<file path="src/rtl/lcd_bus_receiver.sv">
// HD44780-style 8-bit character-LCD bus responder with a 2x16 DDRAM image.
// Decodes driver strobes, models busy timing, answers status/data reads and serves a renderer port.
module lcd_bus_receiver #(
  parameter int MIN_PW    = 4,
  parameter int BUSY_CYC  = 2000,
  parameter int BUSY_LONG = 76000,
  parameter int CNT_W     = 17
) (
  input  logic       clk,
  input  logic       rst,
  input  logic       lcd_e,
  input  logic       lcd_rs,
  input  logic       lcd_rw,
  input  logic [7:0] lcd_data_in,
  output logic [7:0] lcd_data_out,
  output logic       lcd_data_oe,
  input  logic [4:0] rd_index,
  output logic [7:0] rd_char,
  output logic [4:0] cursor_index,
  output logic       disp_on,
  output logic       cursor_on,
  output logic       blink_on,
  output logic       busy,
  output logic       cmd_dropped,
  output logic       addr_err
);

  localparam int PW_W = $clog2(MIN_PW + 1);
  localparam logic [PW_W-1:0]  PW_MAX  = PW_W'(MIN_PW);
  localparam logic [CNT_W-1:0] CYC_LD  = CNT_W'(BUSY_CYC);
  localparam logic [CNT_W-1:0] LONG_LD = CNT_W'(BUSY_LONG);

  typedef enum logic [1:0] {S_CLEAR, S_READY, S_BUSY} state_t;

  // Two-flop synchronizers for the asynchronous bus
  logic       e_m_q, e_s_q, rs_m_q, rs_s_q, rw_m_q, rw_s_q;
  logic [7:0] d_m_q, d_s_q;

  always_ff @(posedge clk or posedge rst) begin
    if (rst) begin
      e_m_q  <= 1'b0;
      e_s_q  <= 1'b0;
      rs_m_q <= 1'b0;
      rs_s_q <= 1'b0;
      rw_m_q <= 1'b0;
      rw_s_q <= 1'b0;
      d_m_q  <= '0;
      d_s_q  <= '0;
    end else begin
      e_m_q  <= lcd_e;
      e_s_q  <= e_m_q;
      rs_m_q <= lcd_rs;
      rs_s_q <= rs_m_q;
      rw_m_q <= lcd_rw;
      rw_s_q <= rw_m_q;
      d_m_q  <= lcd_data_in;
      d_s_q  <= d_m_q;
    end
  end

  logic [PW_W-1:0] hcnt_q, hcnt_d;
  logic            lat_rs_q, lat_rs_d, lat_rw_q, lat_rw_d;
  logic [7:0]      lat_d_q, lat_d_d;
  logic            strobe;

  always_comb begin
    hcnt_d   = '0;
    lat_rs_d = lat_rs_q;
    lat_rw_d = lat_rw_q;
    lat_d_d  = lat_d_q;
    if (e_s_q) begin
      hcnt_d   = (hcnt_q == PW_MAX) ? hcnt_q : hcnt_q + PW_W'(1);
      lat_rs_d = rs_s_q;
      lat_rw_d = rw_s_q;
      lat_d_d  = d_s_q;
    end
  end

  // hcnt_q is non-zero only if e_s was high last cycle, so this is a qualified falling edge
  assign strobe = ~e_s_q & (hcnt_q == PW_MAX);

  always_ff @(posedge clk or posedge rst) begin
    if (rst) begin
      hcnt_q   <= '0;
      lat_rs_q <= 1'b0;
      lat_rw_q <= 1'b0;
      lat_d_q  <= '0;
    end else begin
      hcnt_q   <= hcnt_d;
      lat_rs_q <= lat_rs_d;
      lat_rw_q <= lat_rw_d;
      lat_d_q  <= lat_d_d;
    end
  end

  function automatic logic [4:0] step(input logic [4:0] idx, input logic inc);
    return inc ? idx + 5'd1 : idx - 5'd1;
  endfunction

  state_t           state_q, state_d;
  logic [4:0]       fill_q, fill_d;
  logic [CNT_W-1:0] cnt_q, cnt_d;
  logic [4:0]       cursor_q, cursor_d;
  logic             id_q, id_d;
  logic             disp_q, disp_d, curs_q, curs_d, blink_q, blink_d;
  logic             drop_q, drop_d, aerr_q, aerr_d;
  logic             ram_we;
  logic [4:0]       ram_waddr;
  logic [7:0]       ram_wdata;
  logic [6:0]       ddram_a;

  assign ddram_a = lat_d_q[6:0];

  always_comb begin
    state_d   = state_q;
    fill_d    = fill_q;
    cnt_d     = cnt_q;
    cursor_d  = cursor_q;
    id_d      = id_q;
    disp_d    = disp_q;
    curs_d    = curs_q;
    blink_d   = blink_q;
    drop_d    = 1'b0;
    aerr_d    = 1'b0;
    ram_we    = 1'b0;
    ram_waddr = cursor_q;
    ram_wdata = lat_d_q;

    case (state_q)
      S_CLEAR: begin
        ram_we    = 1'b1;
        ram_waddr = fill_q;
        ram_wdata = 8'h20;
        fill_d    = fill_q + 5'd1;
        if (fill_q == 5'd31) begin
          state_d = S_BUSY;
          cnt_d   = LONG_LD;
        end
      end
      S_BUSY: begin
        cnt_d = cnt_q - CNT_W'(1);
        if (cnt_q <= CNT_W'(1)) begin
          state_d = S_READY;
          cnt_d   = '0;
        end
      end
      default: ;
    endcase

    if (strobe) begin
      if (!lat_rw_q) begin
        if (state_q != S_READY) begin
          drop_d = 1'b1;
        end else begin
          state_d = S_BUSY;
          cnt_d   = CYC_LD;
          if (lat_rs_q) begin
            ram_we    = 1'b1;
            ram_waddr = cursor_q;
            ram_wdata = lat_d_q;
            cursor_d  = step(cursor_q, id_q);
          end else begin
            casez (lat_d_q)
              8'b1???????: begin
                if (ddram_a[6:4] == 3'b000)      cursor_d = {1'b0, ddram_a[3:0]};
                else if (ddram_a[6:4] == 3'b100) cursor_d = {1'b1, ddram_a[3:0]};
                else                             aerr_d   = 1'b1;
              end
              8'b0001????: if (!lat_d_q[3]) cursor_d = step(cursor_q, lat_d_q[2]);
              8'b00001???: begin
                disp_d  = lat_d_q[2];
                curs_d  = lat_d_q[1];
                blink_d = lat_d_q[0];
              end
              8'b000001??: id_d = lat_d_q[1];
              8'b0000001?: begin
                cursor_d = '0;
                cnt_d    = LONG_LD;
              end
              8'b00000001: begin
                cursor_d = '0;
                id_d     = 1'b1;
                fill_d   = '0;
                state_d  = S_CLEAR;
              end
              default: ;  // function set, CGRAM address, 0x00: accepted without effect
            endcase
          end
        end
      end else if (lat_rs_q) begin
        if (state_q == S_READY) cursor_d = step(cursor_q, id_q);
        else                    drop_d   = 1'b1;
      end
    end
  end

  always_ff @(posedge clk or posedge rst) begin
    if (rst) begin
      state_q  <= S_CLEAR;
      fill_q   <= '0;
      cnt_q    <= '0;
      cursor_q <= '0;
      id_q     <= 1'b1;
      disp_q   <= 1'b0;
      curs_q   <= 1'b0;
      blink_q  <= 1'b0;
      drop_q   <= 1'b0;
      aerr_q   <= 1'b0;
    end else begin
      state_q  <= state_d;
      fill_q   <= fill_d;
      cnt_q    <= cnt_d;
      cursor_q <= cursor_d;
      id_q     <= id_d;
      disp_q   <= disp_d;
      curs_q   <= curs_d;
      blink_q  <= blink_d;
      drop_q   <= drop_d;
      aerr_q   <= aerr_d;
    end
  end

  logic [7:0] ddram [32];

  always_ff @(posedge clk) begin
    if (ram_we) ddram[ram_waddr] <= ram_wdata;
  end

  logic [7:0] rd_char_q, rd_char_d, dout_q, dout_d, status;

  // Status byte carries the HD44780 address form: line 2 sits at 0x40
  assign status = {busy, cursor_q[4], 2'b00, cursor_q[3:0]};

  always_comb begin
    rd_char_d = ddram[rd_index];
    dout_d    = dout_q;
    if (e_s_q && rw_s_q) dout_d = rs_s_q ? ddram[cursor_q] : status;
  end

  always_ff @(posedge clk or posedge rst) begin
    if (rst) begin
      rd_char_q <= '0;
      dout_q    <= '0;
    end else begin
      rd_char_q <= rd_char_d;
      dout_q    <= dout_d;
    end
  end

  assign busy         = (state_q != S_READY);
  assign lcd_data_oe  = e_s_q & rw_s_q;
  assign lcd_data_out = dout_q;
  assign rd_char      = rd_char_q;
  assign cursor_index = cursor_q;
  assign disp_on      = disp_q;
  assign cursor_on    = curs_q;
  assign blink_on     = blink_q;
  assign cmd_dropped  = drop_q;
  assign addr_err     = aerr_q;

endmodule

</file>
<file path="config.mk">
export PLATFORM = sky130hd
export DESIGN_NAME = lcd_bus_receiver
export DESIGN_NICKNAME = d
export VERILOG_FILES = /design/src/rtl/lcd_bus_receiver.sv
export SDC_FILE = /design/constraint.sdc
export NUM_CORES = 1
export LEC_CHECK = 0
export CORE_ASPECT_RATIO = 1.75
export CORE_MARGIN = 1.5
export CORE_UTILIZATION = 55
export DETAILED_ROUTE_END_ITERATION = 8
export GPL_TIMING_DRIVEN = 0
export PLACE_DENSITY = 0.79
export SYNTH_ARGS = -nofsm -noshare
export SYNTH_HDL_FRONTEND = slang
export SYNTH_SLANG_ARGS = --single-unit
</file>
<file path="constraint.sdc">
create_clock -name clk -period 7.6 [get_ports clk]
set_input_delay 1.52 -clock clk [delete_from_list [all_inputs] [get_ports clk]]
set_output_delay 1.52 -clock clk [all_outputs]
set_load 0.01 [all_outputs]
</file>
==> impl_metrics.py, run 1 <==
metrics = {
    "synth": {
        "synth-compound-area-share": 0.0557,
        "yosys_warnings": 0,
        "synthTopCellsByArea": "edfxtp_1 (48%), mux4_2 (18%), dfrtp_1 (13%), mux2i_1 (2.1%), mux2_2 (1.7%)",
        "postSynthAreaPerCell_um2": 16.0,
        "syn_inst": 1003,
        "syn_nets": 1029,
        "synth_cell_types": 75,
        "yosysMostFrequentCell": "edfxtp_1",
        "yosys-top-cells-count": "edfxtp_1 (256), mux4_2 (132), dfrtp_1 (85)",
        "synth_top_family_by_area": "multiplexers",
        "ys_async_sr_fraction": 0.251,
        "synthSimpleGateAreaFrac": 0.0745,
        "synthFlopType": "edfxtp_1",
        "synth_fa_ha_area_frac": 0.00622,
        "synth_top_area_share": 0.478,
        "synth-seq-area-share": 0.612,
        "synth-seq-cells": 342,
        "synth_mux_area_frac": 0.223,
        "syn_area_um2": 16100,
        "yosys.area.top_type": "edfxtp_1",
        "yosys.area_share.xor_xnor": 0.00599,
        "synth_edf_count": 256,
    },
    "critical_path": {
        "cp.required_ps": 6080,
        "max_stage_delay_ps": 660,
        "endpoint_kind": "primary output",
        "reg2reg_slack_ps": 3260,
        "critPathSlowestCell": "clkdlybuf4s50_1",
        "critPathTopFamily": "buffers and inverters",
        "cp_cell_sequence": "buf_2 -> nand2_1 -> inv_1 -> clkbuf_1 -> clkdlybuf4s50_1",
        "arrival_ps": 3100,
        "cp_num_buf_inv": 4,
        "worst_setup_path_start_kind": "flip-flop",
        "worstPathMaxFanout": 10,
        "worstSetupPathType": "flip-flop to primary output",
    },
    "layout": {
        "multi_input_area_um2": 5910,
        "instances_no_fill": 1486,
        "nets": 1109,
        "nFillCells": 1971,
        "drive_gt1_frac": 0.234,
        "areaGrowthSynthToFinish_pct": 13.2,
        "regArea_um2": 9840,
    },
    "sta": {
        "fmax_mhz": 216,
        "tightest_slew_ps": 1300,
        "rsz0062_at_grt": "false",
        "fin_tns_setup_ps": 0,
        "setup_violations": 0,
        "timing.hold.ws_ps": 351,
        "post-route-period-util": 0.608,
        "max-slew-margin-rel": 0.125,
        "finalHoldViolations": 0,
        "finalCriticalPeriod_ps": 4620,
        "fin_worst_skew_ps": 15.3,
        "drv_slew": 0,
    },
    "clock_network": {
        "cts_setup_buffers": 0,
        "cts_tree": "built",
        "clk_pin_slew_ps": 70,
        "cts_buffers": 30,
        "cts_hold_buf": 0,
        "clkLatencyLatePin_ps": 580,
        "clockBufferDepth": 3,
        "cts_resized": 0,
        "cts_num_sinks": 342,
        "htree_num_levels": 1,
        "cts_root_buf": "clkbuf_16",
    },
    "power": {
        "powerDensity_nw_per_um2": 219,
        "finalPower_uw": 3980,
        "p_leak_uw": 0.00609,
        "irDropWorstVdd_uv": 163,
    },
    "drt": {
        "drt_pass1_iterations": 5,
        "routedWlPerCell_um": 31.0,
        "drt_iter0_drc": 1075,
        "drtAntennaViolNets": 0,
        "highest_layer": "met5",
        "met3_length_um": 4270,
        "route.detailed.drc": 0,
        "dr_wl_met2_um": 23700,
        "viasPerCell": 6.99,
        "vias": 10384,
        "wl_met1_um": 14300,
        "drt_wl_total_um": 46000,
    },
    "floorplanning": {
        "die_x_um": 132,
        "placementRows": 82,
        "fp.dieArea_um2": 30300,
        "start_util": 0.560,
        "num_io_pins": 46,
        "coreArea_um2": 28700,
        "die-height_um": 229,
    },
    "global_routing": {
        "antenna_found_initial": 1,
        "grt_pass1_vias": 10685,
        "grt_max_degree": 73,
        "grt_overflow": 0,
        "grt_pass1_wl_um": 68700,
        "grtUsageTotal": 0.313,
    },
    "place": {
        "placedCellCount": 1429,
        "dp_hpwl_um": 32700,
        "io_buffers": 40,
        "gp_congestion": 1.05,
    },
    "status": {
        "status": "finished, final reports clean",
    },
    "min_path": {
        "hp-class": "flip-flop to flip-flop",
    },
    "job": {
        "drv_cap": 0,
    },
}
area by class of cell:
cell class,instances,area share
diodes,1,0.000137
plain buffers,66,0.0161
clock buffers,43,0.0520
clock inverters,13,0.00776
inverters,18,0.00385
multi-input cells,577,0.324
flip-flops and latches,342,0.540
well taps,378,0.0260
repair buffers,48,0.0293
cell families after synthesis:
| group | after synthesis |
|---|---|
| buffers and inverters | 84 |
| DFF | 342 |
| and+or+nand+nor | 241 |
| adders and majority gates | 8 |
| muxes | 191 |
| AOI/OAI and AO/OA | 126 |
| xor gates and xnor gates | 11 |
power breakdown:
part	switching (uW)	internal, uW	total (uW)
clock	697	944	1640
combinational	156	111	268
sequential	19.1	2050	2070
total	872	3110	3980
sequential cells by signal, indices dropped and copies added, names as in the netlist, 3 cells and up:
name          count
d_m_q             8
lat_d_q           8
rd_char           8
cursor_index      5
cnt_q            17
d_s_q             8
hcnt_q            3
ddram           256
lcd_data_out      8
fill_q            5
worst reg2reg max path: stages, from the launching register on:
cell	delay [ps]
dfrtp_1	450
clkbuf_1	370
buf_1	560
inv_1	240
clkbuf_1	810
nand4_1	160
o21ai_0	180
nand2_1	410
nor2_1	780
metrics by stage:
stage                      util  cell area [um2]  setup WS, ps
after floorplan               -            16100          3860
after global placement    0.590            17000          2460
after detailed placement  0.596            17100          3400
after CTS                 0.634            18200          3020
after global routing      0.634            18200          2920
final                     0.634            18200          2980
worst paths after layout:
path / startpoint / endpoint / cells after the start
worst max-delay path: e_s_q / lcd_data_oe / 5
worst min-delay path: d_m_q[4] / d_s_q[4] / 0
worst max register to register: cursor_index[1] / ddram[4][7] / 8
worst min register to register: d_m_q[4] / d_s_q[4] / 0
max in group asynchronous: rst / cnt_q[15] / 3
min in group asynchronous: rst / lcd_data_out[3] / 2
layer usage:
layer / global-route usage / vias up
met1: 0.348 / 5253
met5: 0 / -
li1: - / 4194
met3: 0.0629 / 194
met2: 0.552 / 741
met4: 0.193 / 2
placed cells by master (no fill, tap or decap), drive strengths merged, types with 7 or more instances in the layout:
| master | synthesis | layout |
|---|---|---|
| a21oi | 19 | 19 |
| buf | 26 | 34 |
| clkbuf | 40 | 83 |
| clkdlybuf4s50 | 0 | 40 |
| dfrtp | 85 | 85 |
| edfxtp | 256 | 256 |
| ha | 8 | 8 |
| inv | 18 | 21 |
| mux2 | 25 | 25 |
| mux2i | 34 | 34 |
| mux4 | 132 | 132 |
| nand2 | 61 | 61 |
| nand2b | 8 | 8 |
| nand3 | 15 | 15 |
| nor2 | 70 | 70 |
| nor2b | 17 | 17 |
| nor3 | 22 | 22 |
| nor4 | 12 | 12 |
| o21ai | 28 | 28 |
| o22ai | 7 | 7 |
(Power assumes the default switching activity.)
==> inputs of run 2 (changes only) <==
==> constraint.sdc (replaced) <==
create_clock -name clk -period 4.4 [get_ports clk]
set_input_delay 0.88 -clock clk [delete_from_list [all_inputs] [get_ports clk]]
set_output_delay 0.88 -clock clk [all_outputs]
set_load 0.01 [all_outputs]
==> run 2 against run 1 <==
Against the previous run:
- final area unchanged
- critical path depth increased by 2
- sequential cell count unchanged
- power increased by 73%
- global-route usage about the same
- register-to-register slack got worse by 3200 ps
- first-iteration DRC count increased by 17%
- sequential power increased by 73%
- via count decreased by 0.42%
- die area unchanged
==> impl_metrics.py, run 2 (same netlist as run 1, synthesis figures left out) <==
metrics = {
    "power": {
        "p_leak_uw": 0.00609,
        "p_clk_frac": 0.412,
        "p_sw_uw": 1500,
        "combPwrFrac": 0.067,
        "irDropWorstVdd_uv": 284,
        "finalPower_uw": 6880,
        "pwr-share-seq": 0.521,
        "p_sw_frac": 0.219,
        "powerDensity_nw_per_um2": 378,
        "p_int_uw": 5370,
    },
    "clock_network": {
        "cts_num_sinks": 342,
        "htree_num_levels": 1,
        "cts_root_buf": "clkbuf_16",
        "cts_tree": "built",
        "cts_setup_buffers": 0,
        "cts_hold_buf": 0,
        "cts_resized": 0,
        "clk_pin_slew_ps": 70,
        "cts_buffers": 30,
        "clockBufferDepth": 3,
        "clkLatencyLatePin_ps": 580,
    },
    "floorplanning": {
        "num_io_pins": 46,
        "fp.dieArea_um2": 30300,
        "die-height_um": 229,
        "die_x_um": 132,
        "start_util": 0.560,
        "coreArea_um2": 28700,
        "placementRows": 82,
    },
    "critical_path": {
        "cp_num_buf_inv": 4,
        "arrival_ps": 4830,
        "critPathSlowestCell": "a211oi_1",
        "worstPathMaxFanout": 10,
        "r2r-end": "lcd_data_out[1]",
        "critPathTopFamily": "buffers and inverters",
        "worst_setup_path_start_kind": "flip-flop",
        "reg2reg_from": "cursor_index[1]",
        "cp.required_ps": 4920,
        "reg2reg_slack_ps": 80,
        "cpMostUsedCell": "clkbuf_1",
        "reg2regPathDepth": 7,
        "max_stage_delay_ps": 1110,
        "endpoint_kind": "flip-flop",
        "cp_cell_sequence": "clkbuf_1 -> buf_1 -> inv_1 -> clkbuf_1 -> mux2i_1 -> a211oi_1 -> o22a_1",
        "worstSetupPathType": "flip-flop to flip-flop",
    },
    "sta": {
        "finalWorstSetupSlack_ps": 84.3,
        "max-slew-margin-rel": 0.137,
        "drv_slew": 0,
        "fin_worst_skew_ps": 15.9,
        "finalCriticalPeriod_ps": 4320,
        "fmax_mhz": 232,
        "finalHoldViolations": 0,
        "post-route-period-util": 0.981,
        "tightest_slew_ps": 1290,
        "rsz0062_at_grt": "false",
        "setup_violations": 0,
    },
    "place": {
        "gp_congestion": 1.05,
        "io_buffers": 40,
        "dp_hpwl_um": 32700,
        "pre_cts_slack_ps": 302,
    },
    "global_routing": {
        "antenna_found_initial": 1,
        "grt_max_degree": 73,
        "grtUsageTotal": 0.314,
        "grt_pass1_wl_um": 68800,
        "grt_pass1_vias": 10681,
        "grt_overflow": 0,
    },
    "drt": {
        "drt_iter0_drc": 1259,
        "drt_pass1_iterations": 8,
        "vias": 10340,
        "route.detailed.drc": 0,
        "drtAntennaViolNets": 0,
        "drt_wl_total_um": 46000,
        "viasPerCell": 6.96,
        "routedWlPerCell_um": 30.9,
    },
    "layout": {
        "largest_reg_flops": 256,
        "largest_register": "ddram",
        "nets": 1109,
        "areaGrowthSynthToFinish_pct": 13.2,
        "top_regs": "ddram (256), cnt_q (17)",
        "layout_commonest_cell": "edfxtp_1",
        "drive_gt1_frac": 0.234,
        "layout_common_cells": "edfxtp_1 (256), mux4_2 (132), dfrtp_1 (85), nor2_1 (70), nand2_1 (61)",
    },
    "min_path": {
        "hp-start": "d_m_q[4]",
        "min_path_cells": 0,
        "hp-class": "flip-flop to flip-flop",
        "holdPathEnd": "d_s_q[4]",
    },
    "job": {
        "drv_cap": 0,
    },
    "status": {
        "status": "finished, final reports clean",
    },
}
-- run 2: cell counts in the layout (fill, tap and decap cells not counted) --
No cell type changed its count.
-- run 2: power groups by stage --
stage	Combinational, uW	Clock, uW	Sequential [uW]
2_1_floorplan	249	0	3650
5_1_grt	488	2960	3580
4_1_cts	451	2840	3580
3_3_place_gp	407	0	3650
3_5_place_dp	448	0	3650
6_report	463	2830	3580
-- run 2: layer usage --
metal	track usage	up-vias	wire, um
li1	-	4203	-
met1	0.351	5241	14300
met2	0.549	717	23900
met3	0.0613	177	4250
met4	0.196	2	3580
met5	0	-	9
-- run 2: worst max path at each step --
stage | startpoint | end | cells after the start
2_1_floorplan | rst | addr_err | 1
3_3_place_gp | rst | rd_char[3] | 2
3_5_place_dp | cursor_index[1] | ddram[1][3] | 8
4_1_cts | cursor_index[1] | ddram[1][3] | 8
5_1_grt | cursor_index[1] | ddram[1][0] | 8
6_report | cursor_index[1] | lcd_data_out[1] | 7
-- run 2: area by class of cell --
class | instances | area (um2)
Fill cell | 1971 | 10500
Sequential cell | 342 | 9840
Multi-Input combinational cell | 577 | 5910
Clock buffer | 43 | 947
Timing Repair Buffer | 48 | 533
Tap cell | 378 | 473
Buffer | 66 | 294
Clock inverter | 13 | 141
Inverter | 18 | 70.1
Antenna cell | 1 | 2.50
-- run 2: metrics by stage --
step,instance area [um2],utilization,hold WS (ps),cells,TNS (ps)
CTS,18200,0.634,349,1485,0
finish,18200,0.634,349,1486,0
detailed placement,17100,0.596,335,1429,0
global route,18200,0.634,363,1485,0
global placement,17000,0.590,333,1421,-6530
floorplan,16100,-,331,1003,0
==> inputs of run 3 (changes only) <==
--- a/config.mk
+++ b/config.mk
@@ -10,6 +10,7 @@
 export CORE_UTILIZATION = 55
 export DETAILED_ROUTE_END_ITERATION = 8
 export GPL_TIMING_DRIVEN = 0
+export HOLD_SLACK_MARGIN = 0.1
 export PLACE_DENSITY = 0.79
 export SYNTH_ARGS = -nofsm -noshare
 export SYNTH_HDL_FRONTEND = slang
==> results of run 3 <==
No change in the layout: final DEF, timing and power equal those of run 2.
